`config.mk`:
```
export PLATFORM = sky130hd
export DESIGN_NAME = alarm_controller
export DESIGN_NICKNAME = d
export VERILOG_FILES = /design/src/rtl/alarm_pkg.sv /design/src/rtl/wrap_inc.sv /design/src/rtl/alarm_controller.sv
export SDC_FILE = /design/constraint.sdc
export NUM_CORES = 1
export LEC_CHECK = 0
export ABC_AREA = 1
export CORE_ASPECT_RATIO = 1.4
export CORE_MARGIN = 2
export CORE_UTILIZATION = 48
export DETAILED_ROUTE_END_ITERATION = 8
export MAX_ROUTING_LAYER = met4
export PLACE_DENSITY = 0.76
export SYNTH_ARGS = -nofsm -noshare
export SYNTH_HDL_FRONTEND = slang
export SYNTH_SLANG_ARGS = --single-unit
```
`constraint.sdc`:
```
create_clock -name clk -period 1.3 [get_ports clk]
set_input_delay 0.325 -clock clk [delete_from_list [all_inputs] [get_ports clk]]
set_output_delay 0.325 -clock clk [all_outputs]
set_load 0.01 [all_outputs]
```
`src/rtl/alarm_pkg.sv`:
```
// rtl/alarm_pkg.sv - shared types and constants for the alarm controller
//
// Purpose : state encoding, mode codes, time-field limits and widths used by
//           alarm_controller and wrap_inc.
// Ports   : none (package).
package alarm_pkg;

  localparam int TW      = 6;   // width of an hour or minute field
  localparam int HR_MAX  = 23;
  localparam int MIN_MAX = 59;

  typedef enum logic [2:0] {
    ST_NORMAL    = 3'd0,
    ST_SET_TIME  = 3'd1,
    ST_SET_ALARM = 3'd2,
    ST_RINGING   = 3'd3,
    ST_SNOOZE    = 3'd4
  } state_t;

  localparam logic [1:0] MODE_NORMAL    = 2'd0;
  localparam logic [1:0] MODE_SET_TIME  = 2'd1;
  localparam logic [1:0] MODE_SET_ALARM = 2'd2;
  localparam logic [1:0] MODE_ALERT     = 2'd3;

  // Both alert states share one externally visible mode code.
  function automatic logic [1:0] mode_of(input state_t s);
    logic [1:0] m;
    m = MODE_NORMAL;
    case (s)
      ST_SET_TIME:  m = MODE_SET_TIME;
      ST_SET_ALARM: m = MODE_SET_ALARM;
      ST_RINGING:   m = MODE_ALERT;
      ST_SNOOZE:    m = MODE_ALERT;
      default:      m = MODE_NORMAL;
    endcase
    return m;
  endfunction

endpackage

```
`src/rtl/wrap_inc.sv`:
```
// rtl/wrap_inc.sv - time-field increment that wraps to zero past a maximum
//
// Purpose : combinational +1 on a TW-bit field; MAX (and anything above it)
//           rolls over to 0.
// Ports   : i_val  in  TW  current field value
//           o_val  out TW  incremented / wrapped value
module wrap_inc
  import alarm_pkg::*;
#(
  parameter int MAX = MIN_MAX
) (
  input  logic [TW-1:0] i_val,
  output logic [TW-1:0] o_val
);

  localparam logic [TW-1:0] L_MAX = TW'(MAX);

  // Out-of-range inputs also roll to 0 so a bad value can never get stuck.
  assign o_val = (i_val >= L_MAX) ? '0 : i_val + 1'b1;

endmodule

```
`src/rtl/alarm_controller.sv`:
```
// rtl/alarm_controller.sv - alarm clock control FSM: time set, alarm set, ring and snooze
//
// Purpose : user-interface controller for a clock. Edits a staged copy of the
//           current time and loads it back with a one-cycle strobe, edits the
//           stored alarm time, and rings / snoozes when the time reaches the
//           alarm. All outputs are registered.
// Ports   : clk                         in   single clock, rising edge
//           reset                       in   synchronous, active-low
//           one_minute                  in   1-cycle minute tick
//           cur_hr, cur_min             in   current time (binary)
//           btn_time, btn_alarm, btn_hr,
//           btn_min, btn_snooze         in   1-cycle button pulses
//           alarm_on                    in   arm switch (level)
//           new_time                    out  1-cycle load strobe
//           new_time_hr, new_time_min   out  load value
//           alarm_hr, alarm_min         out  stored alarm time
//           show_alarm                  out  display shows alarm time
//           buzz                        out  sounder drive
//           mode                        out  0 normal, 1 set time, 2 set alarm, 3 alert
module alarm_controller
  import alarm_pkg::*;
#(
  parameter int SNOOZE_MIN = 5,
  parameter int RING_MIN   = 60
) (
  input  logic          clk,
  input  logic          reset,
  input  logic          one_minute,
  input  logic [TW-1:0] cur_hr,
  input  logic [TW-1:0] cur_min,
  input  logic          btn_time,
  input  logic          btn_alarm,
  input  logic          btn_hr,
  input  logic          btn_min,
  input  logic          btn_snooze,
  input  logic          alarm_on,
  output logic          new_time,
  output logic [TW-1:0] new_time_hr,
  output logic [TW-1:0] new_time_min,
  output logic [TW-1:0] alarm_hr,
  output logic [TW-1:0] alarm_min,
  output logic          show_alarm,
  output logic          buzz,
  output logic [1:0]    mode
);

  localparam int RCW = (RING_MIN   < 1) ? 1 : $clog2(RING_MIN + 1);
  localparam int SCW = (SNOOZE_MIN < 1) ? 1 : $clog2(SNOOZE_MIN + 1);

  localparam logic [RCW-1:0] L_RING_MIN   = RCW'(RING_MIN);
  localparam logic [SCW-1:0] L_SNOOZE_MIN = SCW'(SNOOZE_MIN);

  state_t          r_state, w_nxt_state;
  logic [TW-1:0]   r_stg_hr, r_stg_min, w_nxt_stg_hr, w_nxt_stg_min;
  logic [TW-1:0]   w_nxt_alarm_hr, w_nxt_alarm_min;
  logic [TW-1:0]   w_nxt_nt_hr, w_nxt_nt_min;
  logic            w_nxt_new_time;
  logic [RCW-1:0]  r_ring_cnt, w_nxt_ring_cnt, w_ring_inc;
  logic [SCW-1:0]  r_snz_cnt, w_nxt_snz_cnt;
  logic            r_match_q, w_match;

  logic [TW-1:0]   w_stg_hr_inc, w_stg_min_inc, w_alarm_hr_inc, w_alarm_min_inc;

  wrap_inc #(.MAX(HR_MAX))  u_inc_stg_hr    (.i_val(r_stg_hr),  .o_val(w_stg_hr_inc));
  wrap_inc #(.MAX(MIN_MAX)) u_inc_stg_min   (.i_val(r_stg_min), .o_val(w_stg_min_inc));
  wrap_inc #(.MAX(HR_MAX))  u_inc_alarm_hr  (.i_val(alarm_hr),  .o_val(w_alarm_hr_inc));
  wrap_inc #(.MAX(MIN_MAX)) u_inc_alarm_min (.i_val(alarm_min), .o_val(w_alarm_min_inc));

  assign w_match    = (cur_hr == alarm_hr) && (cur_min == alarm_min);
  assign w_ring_inc = r_ring_cnt + 1'b1;

  always_comb begin
    w_nxt_state     = r_state;
    w_nxt_stg_hr    = r_stg_hr;
    w_nxt_stg_min   = r_stg_min;
    w_nxt_alarm_hr  = alarm_hr;
    w_nxt_alarm_min = alarm_min;
    w_nxt_nt_hr     = new_time_hr;
    w_nxt_nt_min    = new_time_min;
    w_nxt_new_time  = 1'b0;
    w_nxt_ring_cnt  = r_ring_cnt;
    w_nxt_snz_cnt   = r_snz_cnt;

    case (r_state)
      ST_NORMAL: begin
        if (btn_time) begin
          w_nxt_state   = ST_SET_TIME;
          w_nxt_stg_hr  = cur_hr;
          w_nxt_stg_min = cur_min;
        end else if (btn_alarm) begin
          w_nxt_state = ST_SET_ALARM;
        end else if (w_match && !r_match_q && alarm_on) begin
          // Rising edge of match only, so a match that is still true on
          // return to NORMAL cannot restart the alarm.
          w_nxt_state    = ST_RINGING;
          w_nxt_ring_cnt = '0;
        end
      end

      ST_SET_TIME: begin
        if (btn_hr)  w_nxt_stg_hr  = w_stg_hr_inc;
        if (btn_min) w_nxt_stg_min = w_stg_min_inc;
        if (btn_time) begin
          // Commit includes an increment pressed on the same edge.
          w_nxt_state    = ST_NORMAL;
          w_nxt_new_time = 1'b1;
          w_nxt_nt_hr    = w_nxt_stg_hr;
          w_nxt_nt_min   = w_nxt_stg_min;
        end else if (btn_alarm) begin
          w_nxt_state = ST_NORMAL;
        end
      end

      ST_SET_ALARM: begin
        if (btn_hr)    w_nxt_alarm_hr  = w_alarm_hr_inc;
        if (btn_min)   w_nxt_alarm_min = w_alarm_min_inc;
        if (btn_alarm) w_nxt_state     = ST_NORMAL;
      end

      ST_RINGING: begin
        if (!alarm_on) begin
          w_nxt_state = ST_NORMAL;
        end else if (btn_snooze) begin
          w_nxt_state   = ST_SNOOZE;
          w_nxt_snz_cnt = L_SNOOZE_MIN;
        end else if (one_minute) begin
          w_nxt_ring_cnt = w_ring_inc;
          if (w_ring_inc >= L_RING_MIN) w_nxt_state = ST_NORMAL;
        end
      end

      ST_SNOOZE: begin
        if (!alarm_on) begin
          w_nxt_state = ST_NORMAL;
        end else if (one_minute) begin
          // <=1 also covers a zero-length snooze without underflow.
          if (r_snz_cnt <= 1) begin
            w_nxt_snz_cnt  = '0;
            w_nxt_state    = ST_RINGING;
            w_nxt_ring_cnt = '0;
          end else begin
            w_nxt_snz_cnt = r_snz_cnt - 1'b1;
          end
        end
      end

      default: w_nxt_state = ST_NORMAL;
    endcase
  end

  always_ff @(posedge clk) begin
    if (!reset) begin
      r_state      <= ST_NORMAL;
      r_stg_hr     <= '0;
      r_stg_min    <= '0;
      alarm_hr     <= '0;
      alarm_min    <= '0;
      new_time     <= 1'b0;
      new_time_hr  <= '0;
      new_time_min <= '0;
      r_ring_cnt   <= '0;
      r_snz_cnt    <= '0;
      r_match_q    <= 1'b1;  // blocks a trigger on the first cycle out of reset
      show_alarm   <= 1'b0;
      buzz         <= 1'b0;
      mode         <= MODE_NORMAL;
    end else begin
      r_state      <= w_nxt_state;
      r_stg_hr     <= w_nxt_stg_hr;
      r_stg_min    <= w_nxt_stg_min;
      alarm_hr     <= w_nxt_alarm_hr;
      alarm_min    <= w_nxt_alarm_min;
      new_time     <= w_nxt_new_time;
      new_time_hr  <= w_nxt_nt_hr;
      new_time_min <= w_nxt_nt_min;
      r_ring_cnt   <= w_nxt_ring_cnt;
      r_snz_cnt    <= w_nxt_snz_cnt;
      r_match_q    <= w_match;
      show_alarm   <= (w_nxt_state == ST_SET_ALARM);
      buzz         <= (w_nxt_state == ST_RINGING);
      mode         <= mode_of(w_nxt_state);
    end
  end

endmodule
```
# --- Word-level counts from Yosys, hierarchy flattened ---
# Index checks and enable logic that the tools add are counted.
op_classes:
  addsub: 6
  multipliers: 0
  div: 0
  n_lt_le_gt_ge: 6
  n_eq_ne: 21
  n_shift: 0
  muxes: 41
  bitwise_logic: 0
  reduce_logical: 16
ops:
  columns: ["cell", "n"]
  rows:
  - ["two-way mux 6 bit", 17]
  - ["two-way mux 3 bit", 17]
  - ["adder 6 x 1 -> 6 bit, second input constant", 5]
  - ["case mux 6 bit (2 select lines)", 2]
  - ["inequality test 2 bit, second input constant", 11]
  - [">= comparator 6 bit, second input constant", 3]
  - ["case mux 6 bit (3 select lines)", 1]
  - ["case mux 3 bit (5 select lines)", 1]
  - ["equality test 3 x 2 -> 1 bit, second input constant", 4]
  - ["equality test 6 bit", 2]
  - [">= comparator 6 x 5 -> 1 bit, second input constant", 2]
  - ["AND reduction 10 bit", 1]
  - ["AND reduction 2 bit", 5]
  - ["equality test 3 x 1 -> 1 bit, second input constant", 2]
  - ["equality test 3 bit, second input constant", 2]
  - ["case mux 2 bit (3 select lines)", 1]
  - ["case mux 3 bit (2 select lines)", 1]
  - ["AND reduction 5 bit", 1]
  - ["nonzero test 2 bit", 2]
  - ["less-or-equal comparator 3 x 1 -> 1 bit, second input constant", 1]
  - ["logical AND 1 bit", 3]
  - ["zero test 3 bit", 1]
  - ["nonzero test 3 bit", 1]
  - ["subtractor 3 x 1 -> 3 bit, second input constant", 1]
  - ["other kinds (3)", 3]
word_totals:
  ff_bits: 54
  latchBits: 0
  ram_bits: 0
  romBits: 0
  inputBits: 21
  elab_cells: 104
  n_memories: 0

# --- Logic depth before layout (Yosys ltp) ---
logic_depth:
  word_depth: 11
  depth_mapped: 12
  ltp_nobuf: 12

# --- Cells and area by module ---
# From an unflattened synthesis, not the netlist that was laid out.
hier_totals:
  hier_cells: 521
  area_unflattened_um2: 3235.6
modules_own_cells:
  columns: ["mod", "n_inst", "cells_each", "area_each_um2"]
  rows:
  - ["alarm_controller", 1, 421, 2760.1]
  - ["wrap_inc (u_inc_alarm_hr ...)", 2, 25, 121.4]
  - ["wrap_inc (u_inc_alarm_min ...)", 2, 25, 116.4]

# --- Worst setup path before layout ---
# OpenSTA, ideal clock, no wires.
synth_timing:
  path_kind: "flip-flop to flip-flop"
  startpoint: "register r_snz_cnt[1]"
  endpoint: "register r_ring_cnt[3]"
  setup_ps: 115
  arrival_time_ps: 1329
  t_required_ps: 1185
  setup_slack_ps: -144
  path_stages_with_launch: 13
  n_path_buf: 1
  period_less_slack_ps: 1444
  path_cell_list: "dfxtp_1 > inv_1 > ha_1 > nor2_1 > nor2_1 > inv_1 > nand2_1 > nand2_1 > nor3_2 > buf_6 > nand3_1 > nand2_1 > nor2_1"
synth_via:
  elab_chain_cells: 3
synth_lines:
  columns: ["item", "line", "source"]
  rows:
  - ["from (decl)", "alarm_controller.sv:59", "logic [SCW-1:0] r_snz_cnt, w_nxt_snz_cnt;"]
  - ["from (signal assigned)", "alarm_controller.sv:177", "r_snz_cnt <= w_nxt_snz_cnt;"]
  - ["less-or-equal comparator 3 x 1 -> 1 bit", "alarm_controller.sv:137", "if (r_snz_cnt <= 1) begin"]
  - ["inequality test 2 bit (no source line)", null, null]
  - ["AND reduction 10 bit (no source line)", null, null]
  - ["to (signal assigned)", "alarm_controller.sv:176", "r_ring_cnt <= w_nxt_ring_cnt;"]
  - ["to (decl)", "alarm_controller.sv:58", "logic [RCW-1:0] r_ring_cnt, w_nxt_ring_cnt, w_ring_inc;"]
# Every way passes these cells.
# A chain may end at the register's enable or synchronous reset.

# --- Worst setup path in the final report ---
layout_timing:
  startpoint: "input alarm_on"
  endpoint: "register r_ring_cnt[0]"
layout_via:
  elab_chain_cells: 3
  word_cells_on_any_way: 5
layout_lines:
  columns: ["item", "line", "source"]
  rows:
  - ["from (decl)", "alarm_controller.sv:36", "input logic alarm_on,"]
  - ["logical AND 1 bit", "alarm_controller.sv:92", "end else if (w_match && !r_match_q && alarm_on) begin"]
  - ["inequality test 2 bit (no source line)", null, null]
  - ["AND reduction 10 bit (no source line) (*)", null, null]
# Mark *: on every way between the ends. The rest lies on a longest branch, timed or not.

==> metrics.cfg <==
[worst_hold_path]
min_from = new_time_hr[0]
hold_class = flop to flop
min_delay_path_depth = 2
hold_end = new_time_hr[0]

[floorplan]
die_area_mm2 = 0.00689
fp.coreArea_mm2 = 0.00613
initial_core_util_pct = 48.9
rows = 34
io_pins = 50
fp.dieW_um = 70.7
die_y_um = 97.4

[sta]
post-route-period-util_pct = 133
hold_ws_ns = 0.476
hold_viol = 0
fin_crit_ns = 1.73
tightest_slew_ns = 0.365
skew_ns = 0.00437
setup_viol = 54
rsz0062_at_grt = true
finalWorstSetupSlack_ns = -0.434
max_freq_mhz = 577
slew_viol_final = 0
slew_headroom_pct = 75.4

[global_route]
grt_pass1_wl_um = 17800
grt_usage_pct = 32.6
grt_pass1_vias = 4081
grt_antenna_before_repair = 0
overflow = 0
grt_max_degree = 21

[power]
p_leak_nw = 2.61
p_per_area_mw_per_mm2 = 769
vdd_ir_drop_max_v = 0.000707

[finish]
num_antenna_cells = 0
seq_area_mm2 = 0.00113
area_growth_pct = 85.1
final-instance-count-excl-fill = 717
fillerInstances = 258
layout.nets = 672
multi_input_area_mm2 = 0.00231
drive_above_1_share_pct = 53.8

[drt]
wl_met1_um = 4780
vias = 4441
wl_um = 15000
drt_iter0_drc = 376
wl_met3_um = 1020
dr_wl_met2_um = 7750
highest_layer = met4
avgViaCountPerCell = 6.19
wire_per_inst_um = 20.9
drt_first_pass_iters = 7
antenna_left = 0
drc = 0

[setup_path]
r2r_end = show_alarm
worstReg2RegStart = alarm_hr[1]
reg2reg_depth = 13
crit_required_ns = 1.51
crit_path_start_kind = primary input
critPathCaptureType = flop
cp.arrival_ns = 1.95
cp_max_fo = 6
critPathKind = primary input to flop
r2r_setup_slack_ns = -0.43

[synthesis]
yosysTopAreaCell = dfxtp_1
synth_edf_count = 0
synth_area_leaders = dfxtp_1 (36%), nand2_1 (15%), inv_1 (7.3%)
yosys.cell_types.count = 37
yosys_register_bits = 54
syn_inst = 455
syn_nets = 483
synth_top_area_share_pct = 36.1
post-synth-top-count-cell = nand2_1
yosys_warnings = 0
async_flop_share_pct = 0
yosysSeqAreaShare_pct = 36.1
avgSynthCellArea_um2 = 6.58
ys_top_cells_by_count = nand2_1 (122), inv_1 (58), dfxtp_1 (54)
synthesis.area_mm2 = 0.00299
synthFlopType = dfxtp_1

[placed_design]
portBuffers = 49
placedCellCount = 670
dp_hpwl_um = 6840
post-place-ws_ns = -0.664
gp_congestion = 0.900

[flow_run]
drv_cap = 0

[clocking]
clockRootBuffer = clkbuf_8
clock_path_buffers = 2
clk_latency_ns = 0.31
cts_tree = done
cts.htree.levels = 2
cts_buffers = 5
cts.clk_slew.worst_paths_ns = 0.10
cts_sinks = 54
hold_buffers = 0

[run_status]
violations = negative setup slack
status = finished, violations left

-- where the power goes --
part | switching [W] | internal (W)
clock network | 0.000601 | 0.000431
logic | 0.000730 | 0.000632
registers | 0.000114 | 0.00175
-- per-layer routing --
layer / vias to the layer above / track usage [%]
met5: - / -
met1: 2083 / 30.2
met2: 336 / 60.7
li1: 1852 / -
met4: 0 / 19.9
met3: 170 / 5.08
-- critical path, cell delays in order --
cell and delay (ns):
clkdlybuf4s50_1 0.50, inv_1 0.14, o22ai_2 0.22, nand2_2 0.11, nor3_4 0.26, buf_6 0.19
nand3_2 0.08, nand2_1 0.08, nor2_1 0.04
-- cells by family after synthesis --
group                      count (synthesis)  synth area share [%]
AOI/OAI and AO/OA                         75                  14.0
and+or+nand+nor                          240                  35.2
buffers and inverters                     72                  9.66
xor gates and xnor gates                   7                  2.05
adders and majority gates                  7                  2.93
DFF                                       54                  36.1
-- registers in the layout, indices dropped and copies added, names as in the netlist, 3 cells and up --
name and flops:
alarm_hr 6, alarm_min 6, new_time_hr 6, new_time_min 6, r_ring_cnt 6, r_stg_hr 6, r_stg_min 6, r_snz_cnt 3
r_state 3
-- timing repair --
action / in CTS / in global routing
setup buffers: 23 / 18
setup endpoints to repair: 80 / 57
hold endpoints to repair: 0 / 0
gates cloned: 1 / 1
pin swaps: 38 / 66
gates resized for setup: 212 / 126
-- cells in the final DEF (no fill, tap or decap), types with 9 or more instances in the layout --
cell type	instances
a21oi_1	18
a21oi_2	12
buf_2	9
buf_4	103
buf_6	40
dfxtp_1	27
dfxtp_2	21
dlygate4sd2_1	32
inv_1	35
inv_2	19
nand2_1	88
nand2_2	31
nand3_1	14
nand3_2	12
nor2_1	30
nor2_2	9
nor2_4	17
o21ai_0	10
-- metrics by stage --
| step | TNS (ns) | instance area [um^2] | util, % | power (W) |
|---|---|---|---|---|
| 2_1_floorplan | -0.963 | 3050 | - | 0.00232 |
| 3_3_place_gp | -22.03 | 4360 | 71.2 | 0.00275 |
| 3_5_place_dp | -23.38 | 4360 | 71.2 | 0.00279 |
| 4_1_cts | -3.82 | 4970 | 81.1 | 0.00390 |
| 5_1_grt | -14.56 | 5540 | 90.4 | 0.00436 |
| 6_report | -11.36 | 5540 | 90.4 | 0.00426 |
-- area by class of cell --
type                       instances  share of cell area [%]
multi-input combinational        329                    41.7
timing repair buffer             192                    29.9
sequential                        54                    20.4
inverter                          62                    4.61
tap                               72                    1.63
clock buffer                       6                    1.49
clock inverter                     2                   0.226
-- worst max path at each step --
| stage | end | start |
|---|---|---|
| 2_1_floorplan | r_ring_cnt[3] | r_snz_cnt[1] |
| 3_3_place_gp | r_ring_cnt[1] | cur_hr[5] |
| 3_5_place_dp | r_ring_cnt[3] | cur_hr[5] |
| 4_1_cts | r_ring_cnt[3] | alarm_hr[4] |
| 5_1_grt | buzz | alarm_hr[1] |
| 6_report | r_ring_cnt[0] | alarm_on |
Power figures use the tool's default switching activity.
